===== config.mk =====
export PLATFORM = sky130hd
export DESIGN_NAME = tbird_state_ctrl
export DESIGN_NICKNAME = d
export VERILOG_FILES = /design/src/rtl/tbird_state_ctrl_pkg.sv /design/src/rtl/tbird_state_ctrl_sw_debounce.sv /design/src/rtl/tbird_state_ctrl.sv
export SDC_FILE = /design/constraint.sdc
export NUM_CORES = 1
export LEC_CHECK = 0
export ABC_AREA = 1
export CAP_MARGIN = 20
export CORE_MARGIN = 8
export CORE_UTILIZATION = 35
export CTS_BUF_LIST = sky130_fd_sc_hd__clkbuf_16
export CTS_CLUSTER_DIAMETER = 40
export DETAILED_ROUTE_END_ITERATION = 8
export GPL_ROUTABILITY_DRIVEN = 0
export PLACE_DENSITY = 0.48
export SYNTH_ARGS = -nofsm -noshare
export SYNTH_HDL_FRONTEND = slang
export SYNTH_HIERARCHICAL = 1
export SYNTH_SLANG_ARGS = --single-unit

===== constraint.sdc =====
create_clock -name clock -period 2.15 [get_ports clock]
set_clock_uncertainty 0.2 [all_clocks]
set_input_delay 0.43 -clock clock [delete_from_list [all_inputs] [get_ports clock]]
set_output_delay 0.43 -clock clock [all_outputs]
set_load 0.02 [all_outputs]

===== src/rtl/tbird_state_ctrl_pkg.sv =====
// Shared definitions for the tail-light control stage: state encodings,
// switch bit positions and the request-decode helper.
package tbird_state_ctrl_pkg;

    // Light state encodings seen by the output stage
    localparam logic [3:0] IDLE   = 4'd0;
    localparam logic [3:0] LEFT   = 4'd1;
    localparam logic [3:0] RIGHT  = 4'd2;
    localparam logic [3:0] HAZARD = 4'd3;

    // Switch bit positions within SW[3:0]
    localparam int SW_LEFT   = 0;
    localparam int SW_RIGHT  = 1;
    localparam int SW_BRAKE  = 2;
    localparam int SW_HAZARD = 3;

    // Priority decode of the debounced switches into a requested light state.
    // Left and right together are treated as a hazard request.
    function automatic logic [3:0] decode_request(input logic [3:0] db);
        logic [3:0] req;
        if (db[SW_HAZARD] || (db[SW_LEFT] && db[SW_RIGHT])) begin
            req = HAZARD;
        end else if (db[SW_LEFT]) begin
            req = LEFT;
        end else if (db[SW_RIGHT]) begin
            req = RIGHT;
        end else begin
            req = IDLE;
        end
        return req;
    endfunction

    // Only the low four encodings are meaningful; anything else is corrupt state
    function automatic logic state_legal(input logic [3:0] s);
        return (s[3:2] == 2'b00);
    endfunction

endpackage


===== src/rtl/tbird_state_ctrl_sw_debounce.sv =====
// Two-flop synchroniser followed by a per-bit stability counter. A bit's
// debounced value only follows its synchronised input after the input has
// disagreed with it for DEBOUNCE_CYCLES consecutive cycles.
module sw_debounce #(
    parameter int WIDTH           = 4,
    parameter int DEBOUNCE_CYCLES = 1_000_000
) (
    input  logic             clock,
    input  logic             reset_n,
    input  logic [WIDTH-1:0] raw,
    output logic [WIDTH-1:0] stable
);

    localparam int            CW       = (DEBOUNCE_CYCLES > 1) ? $clog2(DEBOUNCE_CYCLES) : 1;
    localparam logic [CW-1:0] CNT_LAST = CW'(DEBOUNCE_CYCLES - 1);

    logic [WIDTH-1:0] meta_r;
    logic [WIDTH-1:0] sync_r;

    // Bring the asynchronous switch levels into the clock domain
    always_ff @(posedge clock or negedge reset_n) begin
        if (!reset_n) begin
            meta_r <= '0;
            sync_r <= '0;
        end else begin
            meta_r <= raw;
            sync_r <= meta_r;
        end
    end

    for (genvar g = 0; g < WIDTH; g++) begin : g_bit
        logic [CW-1:0] cnt_r;
        logic          stable_r;

        // Count consecutive disagreeing cycles; accept the new level on the last one
        always_ff @(posedge clock or negedge reset_n) begin
            if (!reset_n) begin
                cnt_r    <= '0;
                stable_r <= 1'b0;
            end else if (sync_r[g] == stable_r) begin
                cnt_r    <= '0;
                stable_r <= stable_r;
            end else if (cnt_r == CNT_LAST) begin
                cnt_r    <= '0;
                stable_r <= sync_r[g];
            end else begin
                cnt_r    <= cnt_r + CW'(1);
                stable_r <= stable_r;
            end
        end

        assign stable[g] = stable_r;
    end

endmodule


===== src/rtl/tbird_state_ctrl.sv =====
// Upstream control for the tail lights: debounced switches, blink clock
// generation, a local copy of the animation step and the light-state FSM.
// State changes are lined up with the animation so a new pattern always
// begins at step 0; only a hazard request may cut an animation short.
module tbird_state_ctrl
    import tbird_state_ctrl_pkg::*;
#(
    parameter int CLK_HZ          = 50_000_000,
    parameter int BLINK_HZ        = 4,
    parameter int DEBOUNCE_CYCLES = 1_000_000
) (
    input  logic       clock,
    input  logic       reset_n,
    input  logic [9:0] SW,
    output logic [3:0] cur,
    output logic       slow_clock,
    output logic       tick,
    output logic [1:0] phase
);

    localparam int            HALF     = CLK_HZ / (2 * BLINK_HZ);
    localparam int            DW       = (HALF > 1) ? $clog2(HALF) : 1;
    localparam logic [DW-1:0] DIV_LAST = DW'(HALF - 1);

    logic [3:0]    db_s;
    logic [3:0]    req_s;
    logic [3:0]    next_cur_s;
    logic          wrap_s;
    logic          rise_s;
    logic          unused_s;

    logic [DW-1:0] div_cnt_r;
    logic          slow_clock_r;
    logic          tick_r;
    logic [1:0]    phase_r;
    logic [3:0]    cur_r;

    sw_debounce #(
        .WIDTH           (4),
        .DEBOUNCE_CYCLES (DEBOUNCE_CYCLES)
    ) u_sw_debounce (
        .clock   (clock),
        .reset_n (reset_n),
        .raw     (SW[3:0]),
        .stable  (db_s)
    );

    // Upper switches and the brake bit play no part in state decisions
    assign unused_s = ^{SW[9:4], db_s[SW_BRAKE]};

    // The edge that raises slow_clock is the one every step-aligned update uses
    assign wrap_s = (div_cnt_r == DIV_LAST);
    assign rise_s = wrap_s & ~slow_clock_r;

    // Half-period divider producing the 50% duty blink clock
    always_ff @(posedge clock or negedge reset_n) begin
        if (!reset_n) begin
            div_cnt_r    <= '0;
            slow_clock_r <= 1'b0;
        end else if (wrap_s) begin
            div_cnt_r    <= '0;
            slow_clock_r <= ~slow_clock_r;
        end else begin
            div_cnt_r    <= div_cnt_r + DW'(1);
            slow_clock_r <= slow_clock_r;
        end
    end

    // Tick marks the cycle in which slow_clock has just gone high
    always_ff @(posedge clock or negedge reset_n) begin
        if (!reset_n) begin
            tick_r <= 1'b0;
        end else begin
            tick_r <= rise_s;
        end
    end

    // Mirror of the output stage's 2-bit counter, which advances on slow_clock rising
    always_ff @(posedge clock or negedge reset_n) begin
        if (!reset_n) begin
            phase_r <= 2'd0;
        end else if (rise_s) begin
            phase_r <= phase_r + 2'd1;
        end else begin
            phase_r <= phase_r;
        end
    end

    // Decide the next light state; the request uses the pre-edge debounced bits
    always_comb begin
        req_s      = decode_request(db_s);
        next_cur_s = cur_r;
        if (rise_s) begin
            if (!state_legal(cur_r)) begin
                next_cur_s = IDLE;
            end else if ((req_s == HAZARD) && (cur_r != HAZARD)) begin
                next_cur_s = HAZARD;
            end else if ((req_s != cur_r) && (phase_r == 2'd3)) begin
                next_cur_s = req_s;
            end else begin
                next_cur_s = cur_r;
            end
        end else begin
            next_cur_s = cur_r;
        end
    end

    // Light-state register
    always_ff @(posedge clock or negedge reset_n) begin
        if (!reset_n) begin
            cur_r <= IDLE;
        end else begin
            cur_r <= next_cur_s;
        end
    end

    assign cur        = cur_r;
    assign slow_clock = slow_clock_r;
    assign tick       = tick_r;
    assign phase      = phase_r;

endmodule

## Yosys cells after proc, flatten, opt, wreduce, memory -nomap -nowiden

Index checks and enable logic that the tools add are counted.

- Add/subtract/negate cells: 5
- Multipliers: 0
- Divide/modulo/power cells: 0
- Magnitude comparators: 0
- Equality and inequality tests: 12
- Shift-type cells: 0
- Multiplexer cells: 13
- Bitwise gates (word level): 5
- Reduce and logical (&&, ||, !) cells: 9

Operators by type and width:

| cell | number |
|---|---|
| $mux W20 | 6 |
| $add A20 B1 Y20 const B | 3 |
| $eq A20 B20 Y1 const B | 3 |
| $add A23 B1 Y23 const B | 1 |
| $eq A23 B23 Y1 const B | 1 |
| $mux W23 | 1 |
| $mux W4 | 4 |
| $reduce_and A2 Y1 | 4 |
| $eq A4 B2 Y1 const B | 1 |
| $mux W2 | 2 |
| $ne A4 B2 Y1 const B | 1 |
| $ne A4 B4 Y1 | 1 |
| $not A1 Y1 | 4 |
| $eq A1 B1 Y1 | 3 |
| $logic_and A1 B1 Y1 | 3 |
| $ne A3 B1 Y1 const B | 1 |
| $add A2 B1 Y2 const B | 1 |
| $eq A2 B2 Y1 const B | 1 |
| $logic_not A2 Y1 | 1 |
| $and A1 B1 Y1 | 1 |
| $logic_or A1 B1 Y1 | 1 |

- Register bits: 102
- Latch bits: 0
- RAM bits: 0
- Bits in read-only memories: 0
- Memories: 0

## Longest topological paths before layout

Gate-level depths: netlist (run 1).

- Depth in word-level cells: 8
- Depth in mapped cells: 10
- Gate-level depth less buffers: 9

## Cells and area by module

Netlist (run 1), hierarchy kept.

By module, submodules not included:

| module | instances | cells an instance | area an instance (µm²) | sequential area each (µm²) |
|---|---|---|---|---|
| sw_debounce | 1 | 604 | 4824.6 | 2302.2 |
| tbird_state_ctrl | 1 | 238 | 1727.9 | 725.7 |

## Worst setup path after synthesis (run 1)

Ideal clock, no wire load.

- Kind: reg-to-reg
- Start point: register div_cnt_r[0]
- End point: register cur_r[1] (netlist: cur[1])
- Setup time: 0.117 ns
- Arrival: 1.255 ns
- Data required time: 1.833 ns
- Path slack: 0.578 ns
- Cell stages (with the launch flop): 9
- Buffers on the path: 0
- Period minus slack after synthesis: 1.572 ns
- Cell sequence: dfrtp_1 -> ha_1 -> nand3_2 -> nor2_1 -> nand3_2 -> nor2_2 -> nand2_1 -> nand2_1 -> nand2_1

- Cells in the longest elaborated chain, start to end: 3

Ends and longest elaborated chain:

| item | line | source |
|---|---|---|
| start, declared | tbird_state_ctrl.sv:32 | `logic [DW-1:0] div_cnt_r;` |
| start signal, assigned | tbird_state_ctrl.sv:64 | `div_cnt_r <= div_cnt_r + DW'(1);` |
| $eq A23 B23 Y1 | tbird_state_ctrl.sv:52 | `assign wrap_s = (div_cnt_r == DIV_LAST);` |
| $and A1 B1 Y1 | tbird_state_ctrl.sv:53 | `assign rise_s = wrap_s & ~slow_clock_r;` |
| $reduce_and A2 Y1 (no source line) | n/a |  |
| end signal, assigned | tbird_state_ctrl.sv:113 | `cur_r <= next_cur_s;` |
| end, declared | tbird_state_ctrl.sv:36 | `logic [3:0] cur_r;` |

No other way between the ends.
A chain may end at the register's enable or synchronous reset.

## Final worst setup path (run 1)

- Start point: register slow_clock_r (netlist: slow_clock)
- End point: output slow_clock

RTL lines:

| item | line | source |
|---|---|---|
| start, declared | tbird_state_ctrl.sv:33 | `logic slow_clock_r;` |
| start signal, assigned | tbird_state_ctrl.sv:62 | `slow_clock_r <= ~slow_clock_r;` |
| start signal, assigned | tbird_state_ctrl.sv:65 | `slow_clock_r <= slow_clock_r;` |
| end, declared | tbird_state_ctrl.sv:16 | `output logic slow_clock,` |

No word-level cell between the ends.

==> results.json, run 1 <==
{
  "start_kind": "register",
  "grt.total_usage": 0.123,
  "avgRoutedWirePerCell_um": 12.3,
  "critPathMaxFanout": 4,
  "drv_slew": 0,
  "layout.cells.non_filler": 901,
  "cts_buffers": 9,
  "worstSetupPathType": "register to output pin",
  "critPathBufInv": 1,
  "layout-drive-gt1-share": 0.116,
  "r2r_slack_ns": 0.27,
  "hpwlAfterDp_mm": 8.24,
  "yosysWarnings": 6,
  "maxCapViolations": 0,
  "worstMarginPinSlew_ns": 0.646,
  "placed_cell_area_um2": 5660,
  "layout.nets": 725,
  "grt_pass1_wl_mm": 19.5,
  "rsz0062_at_grt": "false",
  "portBuffers": 10,
  "antennaDiodeCount": 0,
  "clkTransAtPathRegs_ns": 0.07,
  "total_power_w": 0.00350,
  "hold_violations": 0,
  "antenna_found_initial": 0,
  "fmax_ghz": 0.480,
  "grt_start_max_net_pins": 36,
  "slew_headroom": 0.568,
  "crit_path_end_kind": "output pin",
  "synth_cells": 686,
  "rows": 45,
  "cts_tree": "yes",
  "cts_buffer_depth": 2,
  "synthToLayoutAreaGrowth_pct": 12.0,
  "clockRootBuffer": "clkbuf_16",
  "clkSinkCount": 98,
  "grt_pass1_vias": 4076,
  "worst_ep_arrival_time_ns": 1.45,
  "setup-violations-final": 0,
  "routed_wl_mm": 11.1,
  "initial_core_util": 0.353,
  "io_pins": 20,
  "power_density_nw_per_um2": 590,
  "crit_required_ns": 1.52,
  "finalInstanceArea_um2": 5940,
  "max_stage_delay_ns": 0.65,
  "dieArea_um2": 19300,
  "syn_area_um2": 5300,
  "dr_total_vias": 4174,
  "fin_crit_sh": 0.969,
  "drc": 0,
  "syn_avg_cell_area_um2": 7.73,
  "dieHeight_um": 139,
  "fin_crit_ns": 2.08,
  "outcome": "complete, no violations",
  "cp_top_family": "buffers and inverters",
  "ir_worst_vdd_mv": 0.366,
  "drtIter0Drc": 285,
  "postRouteAntennaNets": 0,
  "critPathSlowestCell": "clkdlybuf4s50_1",
  "die_w_um": 139,
  "post_drt_via_cell_ratio": 4.63,
  "dp_cells": 884,
  "overflow": 0,
  "timing.setup.tns_ns": 0,
  "insertion_delay_ns": 0.35,
  "crit_chain": "clkdlybuf4s50_1",
  "core_um2": 15000,
  "ctsHtreeMaxLevel": 3,
  "p_leak_nw": 2.62,
  "drt_pass1_iterations": 4,
  "hold_class": "register to register",
  "post_cts_buffers": 0
}
## through the flow
stage | setup slack [ns] | util | hold WS, ns
2_1_floorplan | 0.578 | - | -0.0656
3_3_place_gp | 0.310 | 0.376 | 0.137
3_5_place_dp | 0.276 | 0.376 | 0.139
4_1_cts | 0.0454 | 0.395 | 0.155
5_1_grt | 0.0234 | 0.395 | 0.162
6_report | 0.0670 | 0.395 | 0.152
## where the power goes
group	internal [W]	total [W]	switching [W]	leakage, nW
Sequential	0.00186	0.00188	0.0000140	1.33
Combinational	0.0000357	0.000114	0.0000780	1.15
Clock	0.000783	0.00151	0.000731	0.133
Total	0.00268	0.00350	0.000823	2.62
## worst paths after layout
kind,start,to,cells past startpoint
min in group asynchronous,reset_n,u_sw_debounce/g_bit[1].cnt_r[5]$_DFF_PN0_,2
worst max register to register,div_cnt_r[0]$_DFF_PN0_,cur[1]$_DFFE_PN0P_,8
worst max-delay path,slow_clock$_DFFE_PN0N_,slow_clock,1
worst min register to register,u_sw_debounce/meta_r[1]$_DFF_PN0_,u_sw_debounce/sync_r[1]$_DFF_PN0_,0
worst min-delay path,u_sw_debounce/meta_r[1]$_DFF_PN0_,u_sw_debounce/sync_r[1]$_DFF_PN0_,0
max in group asynchronous,reset_n,u_sw_debounce/g_bit[0].cnt_r[0]$_DFF_PN0_,3
## registers in the layout (all words and copies together), names as in the netlist
signal	flops
slow_clock	1
u_sw_debounce/sync_r	3
u_sw_debounce/g_bit.stable_r	3
phase	2
u_sw_debounce/meta_r	3
cur	2
tick	1
div_cnt_r	23
u_sw_debounce/g_bit.cnt_r	60
## layout by cell type, fill, tap and decap left out, types with 2 or more instances in the layout
cell	instances
inv_1	71
conb_1	2
nand4_1	11
o21ai_1	3
o21ai_0	6
buf_4	3
ha_1	5
nand3_1	59
clkdlybuf4s50_1	9
nor2_2	23
nand3_2	9
or2_2	2
clkinv_2	2
a21oi_1	12
nor2_1	155
nand2_2	11
nor2_4	5
clkinvlp_4	2
dfrtp_1	98
inv_2	10
buf_12	2
clkbuf_16	9
nand2_1	142
nor3_1	7
xnor2_1	16
xor2_1	28
## per-layer routing
| metal | up-vias | GRT usage | routed length (um) |
|---|---|---|---|
| li1 | 2173 | - | - |
| met1 | 1938 | 0.164 | 5530 |
| met2 | 51 | 0.190 | 5030 |
| met3 | 12 | 0.0217 | 319 |
| met4 | 0 | 0.0595 | 231 |
| met5 | - | 0 | 0 |
## layout make-up
cell class | count | area [um2]
sequential | 98 | 2450
timing repair buffer | 15 | 163
fill | 1533 | 9090
clock inverter | 7 | 46.3
inverter | 81 | 304
multi-input combinational | 503 | 2510
tap | 188 | 235
clock buffer | 9 | 225
## repair_timing
item                                   CTS  global route
resized for setup                        0             0
hold buffers                             1             0
endpoints found under the hold margin   32             0
(Power assumes the default switching activity.)
==> run 2, diff against run 1 <==
HOLD_SLACK_MARGIN = 0.15   (was not set)
==> results of run 2 <==
Same layout as run 1: the final DEF is identical, and so are final timing and power.
